File: config.mk
export PLATFORM = sky130hd
export DESIGN_NAME = crossover_unit
export DESIGN_NICKNAME = d
export VERILOG_FILES = /design/src/rtl/crossover_unit_pkg.sv /design/src/rtl/crossover_unit_xo_out_stage.sv /design/src/rtl/crossover_unit.sv
export SDC_FILE = /design/constraint.sdc
export NUM_CORES = 1
export LEC_CHECK = 0
export BUFFER_PORTS_ARGS = -buffer_cell sky130_fd_sc_hd__buf_2
export CAP_MARGIN = 5
export CORE_UTILIZATION = 50
export CTS_CLUSTER_DIAMETER = 100
export DETAILED_ROUTE_END_ITERATION = 12
export HOLD_SLACK_MARGIN = 0.08
export PLACE_DENSITY = 0.77
export RECOVER_POWER = 50
export SLEW_MARGIN = 20
export SYNTH_ARGS = -nofsm -noshare
export SYNTH_HDL_FRONTEND = slang
export SYNTH_SLANG_ARGS = --single-unit
File: constraint.sdc
create_clock -name clk -period 2.05 [get_ports clk]
set_input_delay 0.205 -clock clk [delete_from_list [all_inputs] [get_ports clk]]
set_output_delay 0.205 -clock clk [all_outputs]
set_load 0.02 [all_outputs]
File: src/rtl/crossover_unit_pkg.sv
// -----------------------------------------------------------------------------
// crossover_unit_pkg
// Shared GA definitions for the crossover datapath: default gene width and
// genome length, crossover mode encodings, the crossover FSM state type and
// the per-gene pick rule.
// -----------------------------------------------------------------------------
package crossover_unit_pkg;

  localparam int GENE_W     = 4;
  localparam int GENOME_LEN = 16;

  typedef enum logic {
    XO_UNIFORM = 1'b0,
    XO_SINGLE  = 1'b1
  } xo_mode_e;

  typedef enum logic [1:0] {
    ST_IDLE  = 2'd0,
    ST_RUN   = 2'd1,
    ST_DRAIN = 2'd2
  } xo_state_e;

  // pick=1 means child0 takes parent B. Uniform mode follows the selector
  // stream; single-point mode swaps every gene at or beyond the cut index.
  function automatic logic xo_pick(input xo_mode_e mode,
                                   input logic     sel,
                                   input logic     past_cut);
    return (mode == XO_SINGLE) ? past_cut : sel;
  endfunction

endpackage

File: src/rtl/crossover_unit_xo_out_stage.sv
// -----------------------------------------------------------------------------
// crossover_unit_xo_out_stage
// Single-entry valid/ready output register for the crossover unit. Holds one
// child pair together with its gene index and last flag.
//
// Ports:
//   clk, rst            clock, synchronous active-high reset
//   load                capture d_* this edge (caller guarantees the slot is
//                       empty or being drained in the same edge)
//   d_child0/d_child1   child genes to capture
//   d_idx, d_last       gene index and last-gene flag to capture
//   out_ready           downstream accepts the held pair
//   out_valid           held pair is valid
//   child0/child1       held child genes
//   out_idx, out_last   held index / last flag
// -----------------------------------------------------------------------------
module crossover_unit_xo_out_stage #(
  parameter int GENE_W = 4,
  parameter int IDX_W  = 5
) (
  input  logic              clk,
  input  logic              rst,
  input  logic              load,
  input  logic [GENE_W-1:0] d_child0,
  input  logic [GENE_W-1:0] d_child1,
  input  logic [IDX_W-1:0]  d_idx,
  input  logic              d_last,
  input  logic              out_ready,
  output logic              out_valid,
  output logic [GENE_W-1:0] child0,
  output logic [GENE_W-1:0] child1,
  output logic [IDX_W-1:0]  out_idx,
  output logic              out_last
);

  logic              valid_reg;
  logic [GENE_W-1:0] child0_reg;
  logic [GENE_W-1:0] child1_reg;
  logic [IDX_W-1:0]  idx_reg;
  logic              last_reg;

  always_ff @(posedge clk) begin
    if (rst) begin
      valid_reg  <= 1'b0;
      child0_reg <= '0;
      child1_reg <= '0;
      idx_reg    <= '0;
      last_reg   <= 1'b0;
    end else if (load) begin
      // A load while the current pair is being accepted reloads without a bubble.
      valid_reg  <= 1'b1;
      child0_reg <= d_child0;
      child1_reg <= d_child1;
      idx_reg    <= d_idx;
      last_reg   <= d_last;
    end else if (valid_reg && out_ready) begin
      // Data is left in place; only the valid flag drops.
      valid_reg <= 1'b0;
    end
  end

  assign out_valid = valid_reg;
  assign child0    = child0_reg;
  assign child1    = child1_reg;
  assign out_idx   = idx_reg;
  assign out_last  = last_reg;

endmodule

File: src/rtl/crossover_unit.sv
// -----------------------------------------------------------------------------
// crossover_unit
// Streaming gene-combining engine. For each genome it accepts GENOME_LEN
// parent gene pairs over valid/ready, applies uniform (select-driven) or
// single-point (cut-index-driven) crossover, and emits two complementary
// child genes per cycle through a registered output stage.
//
// Ports:
//   clk, rst            clock, synchronous active-high reset
//   start, mode, xpoint begin a genome (IDLE only); mode 0=uniform,
//                       1=single-point; xpoint is the cut index
//   in_valid/in_ready   parent pair handshake
//   gene_a, gene_b      parent genes
//   select              uniform-mode selector, 1 = child0 takes B
//   out_valid/out_ready child pair handshake
//   child0, child1      primary / complementary child genes
//   out_idx, out_last   gene index of the output, last-gene flag
//   busy                FSM not idle
//   done                one-cycle pulse after the last child pair is accepted
// -----------------------------------------------------------------------------
module crossover_unit
  import crossover_unit_pkg::*;
#(
  parameter int GENE_W     = crossover_unit_pkg::GENE_W,
  parameter int GENOME_LEN = crossover_unit_pkg::GENOME_LEN
) (
  input  logic                                clk,
  input  logic                                rst,
  input  logic                                start,
  input  logic                                mode,
  input  logic [$clog2(GENOME_LEN):0]         xpoint,
  input  logic                                in_valid,
  output logic                                in_ready,
  input  logic [GENE_W-1:0]                   gene_a,
  input  logic [GENE_W-1:0]                   gene_b,
  input  logic                                select,
  output logic                                out_valid,
  input  logic                                out_ready,
  output logic [GENE_W-1:0]                   child0,
  output logic [GENE_W-1:0]                   child1,
  output logic [$clog2(GENOME_LEN):0]         out_idx,
  output logic                                out_last,
  output logic                                busy,
  output logic                                done
);

  localparam int IDX_W = $clog2(GENOME_LEN) + 1;
  localparam logic [IDX_W-1:0] LAST_IDX = IDX_W'(GENOME_LEN - 1);

  xo_state_e         state_reg;
  xo_mode_e          mode_reg;
  logic [IDX_W-1:0]  xpoint_reg;
  logic [IDX_W-1:0]  cnt_reg;
  logic              done_reg;

  logic              out_valid_int;
  logic              in_ready_int;
  logic              accept;
  logic              is_last;
  logic              pick;
  logic [GENE_W-1:0] child0_next;
  logic [GENE_W-1:0] child1_next;

  // Only RUN takes input, and only when the output slot is free or draining.
  assign in_ready_int = (state_reg == ST_RUN) && (!out_valid_int || out_ready);
  assign accept       = in_valid && in_ready_int;
  assign is_last      = (cnt_reg == LAST_IDX);

  // Unsigned compare against a cut index that may exceed the genome length:
  // xpoint=0 swaps every gene, xpoint>=GENOME_LEN swaps none.
  assign pick        = xo_pick(mode_reg, select, (cnt_reg >= xpoint_reg));
  assign child0_next = pick ? gene_b : gene_a;
  assign child1_next = pick ? gene_a : gene_b;

  always_ff @(posedge clk) begin
    if (rst) begin
      state_reg  <= ST_IDLE;
      mode_reg   <= XO_UNIFORM;
      xpoint_reg <= '0;
      cnt_reg    <= '0;
      done_reg   <= 1'b0;
    end else begin
      done_reg <= 1'b0;
      case (state_reg)
        ST_IDLE: begin
          if (start) begin
            mode_reg   <= xo_mode_e'(mode);
            xpoint_reg <= xpoint;
            cnt_reg    <= '0;
            state_reg  <= ST_RUN;
          end
        end
        ST_RUN: begin
          if (accept) begin
            cnt_reg <= cnt_reg + 1'b1;
            if (is_last) begin
              state_reg <= ST_DRAIN;
            end
          end
        end
        ST_DRAIN: begin
          // The last pair was loaded on entry; wait for it to leave.
          if (out_valid_int && out_ready) begin
            done_reg  <= 1'b1;
            state_reg <= ST_IDLE;
          end
        end
        default: state_reg <= ST_IDLE;
      endcase
    end
  end

  crossover_unit_xo_out_stage #(
    .GENE_W (GENE_W),
    .IDX_W  (IDX_W)
  ) u_out_stage (
    .clk       (clk),
    .rst       (rst),
    .load      (accept),
    .d_child0  (child0_next),
    .d_child1  (child1_next),
    .d_idx     (cnt_reg),
    .d_last    (is_last),
    .out_ready (out_ready),
    .out_valid (out_valid_int),
    .child0    (child0),
    .child1    (child1),
    .out_idx   (out_idx),
    .out_last  (out_last)
  );

  assign in_ready  = in_ready_int;
  assign out_valid = out_valid_int;
  assign busy      = (state_reg != ST_IDLE);
  assign done      = done_reg;

endmodule

==> impl_metrics.py, run 1 <==
metrics = {
    "timing": {
        "max_freq_ghz": 0.533,
        "worst_pin_slew_ns": 0.650,
        "period_minus_slack_ns": 1.88,
        "maxSlewHeadroom": 0.566,
        "rsz0062_at_grt": "false",
        "setup_violations": 0,
        "timing.final.crit_share": 0.915,
        "fin_skew_ns": 0.00869,
        "finalSetupTns_ns": 0,
        "slew_viol_final": 0,
        "hold_viol": 0,
        "layout_setup_ws_ns": 0.174,
    },
    "setup_path": {
        "cp-end-kind": "flop",
        "critPathMaxStageDelay_ns": 0.42,
        "crit_chain": "inv_1 > ha_1 > nor2b_1 > o2111a_1 > or2_1 > a211oi_1",
        "crit_type": "reg -> reg",
        "crit_path_top_delay_cell": "dfxtp_1",
        "cp-start-kind": "flop",
        "cp_max_fo": 9,
        "crit_arrival_ns": 2.12,
        "cp.required_ns": 2.29,
        "rrSetupSlack_ns": 0.17,
    },
    "final_layout": {
        "fin_nets": 225,
        "stdcell_count": 229,
        "final.fill_count": 249,
        "fin_area_um2": 1620,
        "diodes": 0,
        "area_growth_pct": 17.3,
        "drive_gt1_frac": 0.176,
    },
    "hold_path": {
        "hp-class": "in -> reg",
    },
    "route": {
        "dr.pass1.iters": 4,
        "drtIter0Drc": 16,
        "ant_nets": 0,
        "wl_um": 2950,
        "via_per_inst": 5.52,
        "dr_total_vias": 1263,
        "drc": 0,
        "wire_per_inst_um": 12.9,
    },
    "cts": {
        "postCtsHoldBufs": 0,
        "ctsRootBufferMaster": "clkbuf_4",
        "htreeDepth": 2,
        "post_cts_buffers": 0,
        "cts_resized": 0,
        "cts_tree": "yes",
        "numClockSinks": 29,
        "cts.clk_slew.worst_paths_ns": 0.10,
        "cts_buffer_depth": 2,
        "numCtsBuffers": 5,
        "insertion_delay_ns": 0.33,
    },
    "synthesis": {
        "yosys.area.top_type": "dfxtp_1",
        "netlist_area_um2": 1390,
        "synth_ff_type": "dfxtp_1",
        "synth_edf_count": 0,
        "synth_seq_area_share": 0.419,
        "ys_types": 38,
        "async_flop_share": 0,
        "synth_area_leaders": "dfxtp_1, ha_1, nor2_1, a21oi_1, a211oi_1",
        "synth_warnings": 0,
        "yosysTopAreaCellShare": 0.419,
        "syn_nets": 187,
        "synthCells": 160,
        "synth-seq-cells": 29,
        "syn_avg_cell_area_um2": 8.66,
    },
    "place": {
        "dpl-instance-area_um2": 1590,
        "portBuffers": 37,
        "dp_cells": 221,
        "dpl_worst_slack_ns": 0.222,
        "hpwl_um": 2140,
        "gp_congestion": 0.822,
    },
    "global_route": {
        "grt_pass1_vias": 1188,
        "grt_pass1_wl_um": 4980,
        "grt_overflow": 0,
        "antenna_found_initial": 0,
        "grt_max_degree": 30,
        "globalRouteTotalUtil": 0.241,
    },
    "die": {
        "die_h_um": 54.6,
        "num_rows": 18,
        "io_pins": 38,
        "dieArea_um2": 2980,
        "die_x_um": 54.6,
        "initial_core_util": 0.544,
        "core_um2": 2540,
    },
    "pwr": {
        "p_per_area_nw_per_um2": 714,
        "peakVddDrop_v": 0.000497,
        "p_leak_uw": 0.000651,
        "finalPower_uw": 1160,
    },
    "run_status": {
        "status": "finished clean",
    },
    "run": {
        "timing.max_cap.violations": 0,
    },
}
[cell usage after synthesis, types with 2 or more instances]
cell,count
nand2b_1,2
nor3_1,3
inv_1,6
nor2b_1,2
nand3_1,2
nor4_1,8
o21bai_1,8
mux2i_1,2
or3_1,2
ha_1,7
a21oi_1,14
clkbuf_1,6
nor2_1,20
nand2_1,14
o21ai_0,2
buf_2,2
buf_4,2
dfxtp_1,29
and3_1,2
a211oi_1,9
[stage by stage]
| step | utilization | hold slack [ns] |
|---|---|---|
| 3_5_place_dp | 0.625 | 0.444 |
| 6_report | 0.638 | 0.0963 |
| 4_1_cts | 0.652 | 0.0962 |
| 5_1_grt | 0.638 | 0.0953 |
| 3_3_place_gp | 0.625 | 0.428 |
| 2_1_floorplan | - | 0.332 |
[critical path, delay by kind of cell, from the launching register on]
kind,cells,cell delay [ns]
adders and majority gates,1,0.28
AOI/OAI and AO/OA,2,0.59
DFF,1,0.42
and+or+nand+nor,2,0.43
buffers and inverters,1,0.07
[where the power goes]
group	total [uW]	switching, uW	internal, uW
logic	159	98.3	60.2
registers	599	13.5	585
clock network	403	204	199
total	1160	316	844
[logic make-up (layout without fill, tap and decap cells)]
family / Yosys count / count (layout) / synth area share
AO/OA/AOI/OAI: 39 / 39 / 0.187
flip-flops: 29 / 29 / 0.419
XOR/XNOR: 2 / 2 / 0.0126
multiplexers: 3 / 3 / 0.0226
buffers and inverters: 16 / 55 / 0.0506
AND/OR/NAND/NOR: 64 / 64 / 0.245
adder cells (fa/ha/maj): 7 / 7 / 0.0632
[final timing paths]
check | from | endpoint | cells after the start
setup / recovery | cnt_reg[0] | u_out_stage.child1[2] | 6
hold / removal | xpoint[3] | xpoint_reg[3] | 3
setup reg to reg | cnt_reg[0] | u_out_stage.child1[2] | 6
hold reg to reg | u_out_stage.out_idx[0] | u_out_stage.out_idx[0] | 2
[area by class of cell]
class,count,area (um2),share of cell area
clock buffer,7,65.1,0.0401
tap,30,37.5,0.0231
timing repair buffer,41,191,0.118
sequential,29,581,0.357
multi-input combinational,115,722,0.445
clock inverter,1,5.00,0.00308
inverter,6,22.5,0.0139
[per-layer routing]
metal  up-vias  wire length (um)  global-route usage
met1       573              1350               0.282
met4         0                39              0.0940
met5         -                 0                   0
met3         7               155              0.0917
met2        38              1410               0.394
li1        645                 -                   -
[placed cells by master (no fill, tap or decap), types with 5 or more instances in the layout]
master	netlist	layout
a211oi_1	9	9
a21oi_1	14	14
buf_2	2	21
clkbuf_1	6	17
clkbuf_4	0	5
dfxtp_1	29	29
ha_1	7	7
inv_1	6	6
nand2_1	14	14
nor2_1	20	20
nor4_1	8	8
o21bai_1	8	8
(Power assumes the default switching activity.)
==> run 2: changes to the inputs <==
==> constraint.sdc (replaced) <==
create_clock -name clk -period 2.4 [get_ports clk]
set_input_delay 0.24 -clock clk [delete_from_list [all_inputs] [get_ports clk]]
set_output_delay 0.24 -clock clk [all_outputs]
set_load 0.02 [all_outputs]
==> impl_metrics.py, run 2 (synthesis gave the netlist of run 1 again) <==
metrics = {
    "pwr": {
        "switching_share": 0.269,
        "pwr-share-comb": 0.134,
        "internal-power_uw": 718,
        "seq_power_share": 0.522,
        "p_per_area_nw_per_um2": 610,
        "p_clk_frac": 0.345,
        "peakVddDrop_v": 0.000477,
        "p_switching_uw": 264,
        "p_leak_uw": 0.000640,
    },
    "route": {
        "dr.pass1.iters": 4,
        "drtIter0Drc": 20,
        "ant_nets": 0,
        "wl_um": 2940,
        "drc": 0,
        "via_per_inst": 5.42,
        "dr_total_vias": 1225,
        "wire_per_inst_um": 13.0,
    },
    "run_status": {
        "status": "finished clean",
    },
    "setup_path": {
        "crit_chain": "ha_1 > a22oi_1 > o2111a_1 > or2_1 > a211oi_1",
        "reg2reg_to": "u_out_stage.child0[2]",
        "cp.depth": 5,
        "r2r_start": "cnt_reg[2]",
        "reg2reg_depth": 5,
        "crit_path_top_delay_cell": "dfxtp_1",
        "cp.buffers_inverters": 0,
        "critPathMaxStageDelay_ns": 0.42,
        "cp_max_fo": 9,
        "rrSetupSlack_ns": 0.51,
        "crit_arrival_ns": 2.10,
        "crit_family": "compound AO/OA/AOI/OAI gates",
        "crit_type": "reg -> reg",
        "cp-start-kind": "flop",
        "crit_start": "cnt_reg[2]",
        "cp.required_ns": 2.61,
        "cp-end-kind": "flop",
    },
    "place": {
        "gp_congestion": 0.783,
        "portBuffers": 37,
        "hpwl_um": 2130,
    },
    "final_layout": {
        "layout_commonest_cell": "dfxtp_1",
        "area_growth_pct": 16.2,
        "diodes": 0,
        "fin_nets": 222,
        "regArea_um2": 581,
        "final.fill_count": 249,
        "drive_gt1_frac": 0.168,
        "utilization": 0.632,
        "final_cell_mix": "dfxtp_1, buf_2, nor2_1, clkbuf_1",
        "multi_input_area_um2": 729,
    },
    "hold_path": {
        "hp-class": "in -> reg",
        "min-delay-start": "xpoint[3]",
        "min_path_cells": 3,
        "hold_end": "xpoint_reg[3]",
    },
    "cts": {
        "post_cts_buffers": 0,
        "numClockSinks": 29,
        "numCtsBuffers": 5,
        "cts_tree": "yes",
        "htreeDepth": 2,
        "cts_buffer_depth": 2,
        "insertion_delay_ns": 0.33,
        "cts_resized": 0,
        "ctsRootBufferMaster": "clkbuf_4",
        "cts.clk_slew.worst_paths_ns": 0.09,
        "postCtsHoldBufs": 0,
    },
    "die": {
        "core_um2": 2540,
        "die_h_um": 54.6,
        "num_rows": 18,
        "dieArea_um2": 2980,
        "io_pins": 38,
        "initial_core_util": 0.544,
        "die_x_um": 54.6,
    },
    "timing": {
        "finalSetupTns_ns": 0,
        "rsz0062_at_grt": "false",
        "timing.final.crit_share": 0.786,
        "setup_violations": 0,
        "hold_viol": 0,
        "maxSlewHeadroom": 0.533,
        "max_freq_ghz": 0.530,
        "fin_skew_ns": 0.00615,
        "hold_ws_ns": 0.134,
        "period_minus_slack_ns": 1.89,
        "worst_pin_slew_ns": 0.701,
        "slew_viol_final": 0,
    },
    "run": {
        "timing.max_cap.violations": 0,
    },
    "global_route": {
        "grt_overflow": 0,
        "globalRouteTotalUtil": 0.235,
        "grt_pass1_vias": 1134,
        "grt_pass1_wl_um": 4820,
        "antenna_found_initial": 0,
        "grt_max_degree": 30,
    },
}
## run 2: cell types whose count changed in the layout (fill, tap and decap cells not counted), sizes merged
cell,previous run,this run
buf,24,21
## run 2: worst max path at each step
stage,to,slack (ns)
after floorplan,u_out_stage.child0[0],0.70
after global placement,u_out_stage.child0[3],0.62
after detailed placement,u_out_stage.child0[2],0.56
after CTS,u_out_stage.child1[2],0.54
after global routing,u_out_stage.child0[2],0.38
final,u_out_stage.child0[2],0.51
## run 2: power groups by stage
stage / clock, uW / combinational, uW / sequential, uW
floorplan: 0 / 80.4 / 534
global placement: 0 / 132 / 522
detailed placement: 0 / 136 / 523
CTS: 346 / 136 / 512
global route: 369 / 148 / 515
finish: 338 / 131 / 512
## run 2: stage by stage
| step | cells | setup slack, ns | area [um2] | power (uW) |
|---|---|---|---|---|
| 4_1_cts | 226 | 0.539 | 1640 | 994 |
| 5_1_grt | 226 | 0.377 | 1610 | 1030 |
| 2_1_floorplan | 160 | 0.701 | 1390 | 614 |
| 6_report | 226 | 0.513 | 1610 | 981 |
| 3_3_place_gp | 218 | 0.622 | 1570 | 654 |
| 3_5_place_dp | 218 | 0.562 | 1570 | 659 |
## run 2: layout make-up
| cell class | instances | share of cell area |
|---|---|---|
| multi-input cells | 115 | 0.453 |
| flip-flops and latches | 29 | 0.361 |
| repair buffers | 38 | 0.105 |
| clock buffers | 7 | 0.0404 |
| well taps | 30 | 0.0233 |
| inverters | 6 | 0.0140 |
| clock inverters | 1 | 0.00311 |
## run 2: per-layer routing
layer  wire length, um  vias up  track usage
met5                 0        -            0
met4                65        0        0.107
met3               154        9       0.0750
met2              1320       37        0.380
met1              1400      542        0.280
li1                  -      637            -
## run 2: worst min-delay path, cell delays in order
cell and delay (ns):
buf_2 0.07, a21oi_1 0.05, nor2_1 0.07
==> run 3: changes to the inputs <==
==> constraint.sdc (replaced) <==
create_clock -name clk -period 1.8 [get_ports clk]
set_input_delay 0.18 -clock clk [delete_from_list [all_inputs] [get_ports clk]]
set_output_delay 0.18 -clock clk [all_outputs]
set_load 0.02 [all_outputs]
==> impl_metrics.py, run 3 (synthesis gave the netlist of run 1 again) <==
metrics = {
    "run_status": {
        "status": "finished clean",
    },
    "global_route": {
        "grt_pass1_vias": 1128,
        "antenna_found_initial": 0,
        "grt_pass1_wl_um": 4920,
        "globalRouteTotalUtil": 0.241,
        "grt_overflow": 0,
        "grt_max_degree": 30,
    },
    "pwr": {
        "internal-power_uw": 972,
        "switching_share": 0.268,
        "pwr-share-comb": 0.147,
        "p_switching_uw": 356,
        "p_leak_uw": 0.000691,
        "p_per_area_nw_per_um2": 778,
        "p_clk_frac": 0.339,
        "peakVddDrop_v": 0.000607,
        "seq_power_share": 0.513,
    },
    "setup_path": {
        "cp-start-kind": "flop",
        "cp.required_ns": 2.07,
        "crit_top_cell": "ha_1",
        "cp.buffers_inverters": 0,
        "cp-end-kind": "flop",
        "crit_chain": "ha_1 > and3_1 > ha_1 > or4b_1 > a21oi_1",
        "crit_arrival_ns": 1.98,
        "critPathMaxStageDelay_ns": 0.49,
        "crit_family": "simple AND/OR/NAND/NOR gates",
        "cp_max_fo": 5,
        "crit_path_top_delay_cell": "or4b_1",
        "crit_type": "reg -> reg",
    },
    "timing": {
        "slew_viol_final": 0,
        "period_minus_slack_ns": 1.72,
        "worst_pin_slew_ns": 0.701,
        "finalSetupTns_ns": 0,
        "max_freq_ghz": 0.583,
        "setup_violations": 0,
        "hold_viol": 0,
        "fin_skew_ns": 0.00631,
        "timing.final.crit_share": 0.953,
        "rsz0062_at_grt": "false",
        "maxSlewHeadroom": 0.533,
        "hold_ws_ns": 0.0995,
    },
    "route": {
        "ant_nets": 0,
        "dr_total_vias": 1299,
        "wl_um": 3070,
        "via_per_inst": 5.50,
        "dr.pass1.iters": 4,
        "drc": 0,
        "drtIter0Drc": 28,
        "wire_per_inst_um": 13.0,
    },
    "final_layout": {
        "regArea_um2": 586,
        "utilization": 0.671,
        "fin_area_um2": 1710,
        "final_cell_mix": "dfxtp_1, buf_2, nor2_1, clkbuf_1",
        "diodes": 0,
        "fin_nets": 232,
        "final.fill_count": 235,
        "stdcell_count": 236,
        "drive_gt1_frac": 0.199,
        "multi_input_area_um2": 734,
        "area_growth_pct": 23.2,
        "layout_commonest_cell": "dfxtp_1",
    },
    "cts": {
        "cts.clk_slew.worst_paths_ns": 0.09,
        "htreeDepth": 2,
        "ctsRootBufferMaster": "clkbuf_4",
        "numClockSinks": 29,
        "numCtsBuffers": 5,
        "cts_buffer_depth": 2,
        "insertion_delay_ns": 0.33,
        "cts_tree": "yes",
    },
    "place": {
        "gp_congestion": 0.813,
        "dpl-instance-area_um2": 1600,
        "dp_cells": 222,
        "portBuffers": 37,
        "hpwl_um": 2110,
    },
    "die": {
        "io_pins": 38,
        "die_x_um": 54.6,
        "num_rows": 18,
        "core_um2": 2540,
        "initial_core_util": 0.544,
        "dieArea_um2": 2980,
        "die_h_um": 54.6,
    },
    "hold_path": {
        "hp-class": "in -> reg",
    },
    "run": {
        "timing.max_cap.violations": 0,
    },
}
==> run 3: cell types whose count changed in the layout (fill, tap and decap cells not counted), sizes merged <==
cell / delta
buf: +5
dlygate4sd3: +5
==> run 3: worst paths after layout <==
path | startpoint | end | slack [ns] | cells past startpoint
worst max-delay path | cnt_reg[0] | cnt_reg[4] | 0.08 | 5
worst min-delay path | xpoint[2] | xpoint_reg[2] | 0.1 | 3
worst max register to register | cnt_reg[0] | cnt_reg[4] | 0.08 | 5
worst min register to register | u_out_stage.out_idx[3] | u_out_stage.out_idx[3] | 0.46 | 2
==> run 3: power by group through the flow <==
stage          Sequential, uW  Combinational (uW)  Clock, uW
2_1_floorplan             712                 107          0
3_3_place_gp              695                 183          0
3_5_place_dp              696                 190          0
4_1_cts                   682                 198        471
5_1_grt                   685                 216        497
6_report                  682                 196        451
==> run 3: layout make-up <==
type,instances,share of cell area
inverter,6,0.0132
clock inverter,1,0.00293
sequential,29,0.343
clock buffer,7,0.0381
timing repair buffer,48,0.150
tap,30,0.0220
multi-input combinational,115,0.430
==> run 3: tightest hold or removal path, stage by stage <==
cell and delay (ns):
buf_2 0.08, a21oi_1 0.06, nor2_1 0.07
==> run 3: repair_timing <==
item	4_1_cts	5_1_grt
endpoints found under the setup margin	0	9
buffers inserted	0	1
resized for setup	0	3
endpoints found under the hold margin	5	0
hold buffers	5	0
==> run 3: per-layer routing <==
metal / share of wire / GRT usage / up-vias
met5: 0 / 0 / -
met4: 0.014 / 0.0897 / 0
met3: 0.049 / 0.0917 / 6
met2: 0.48 / 0.384 / 35
met1: 0.46 / 0.291 / 597
li1: - / - / 661
==> run 3: metrics by stage <==
stage	setup WS, ns	power, uW
after detailed placement	0.0603	886
after global placement	0.128	878
after floorplan	0.101	819
after global routing	0.00492	1400
final	0.0843	1330
after CTS	0.0378	1350
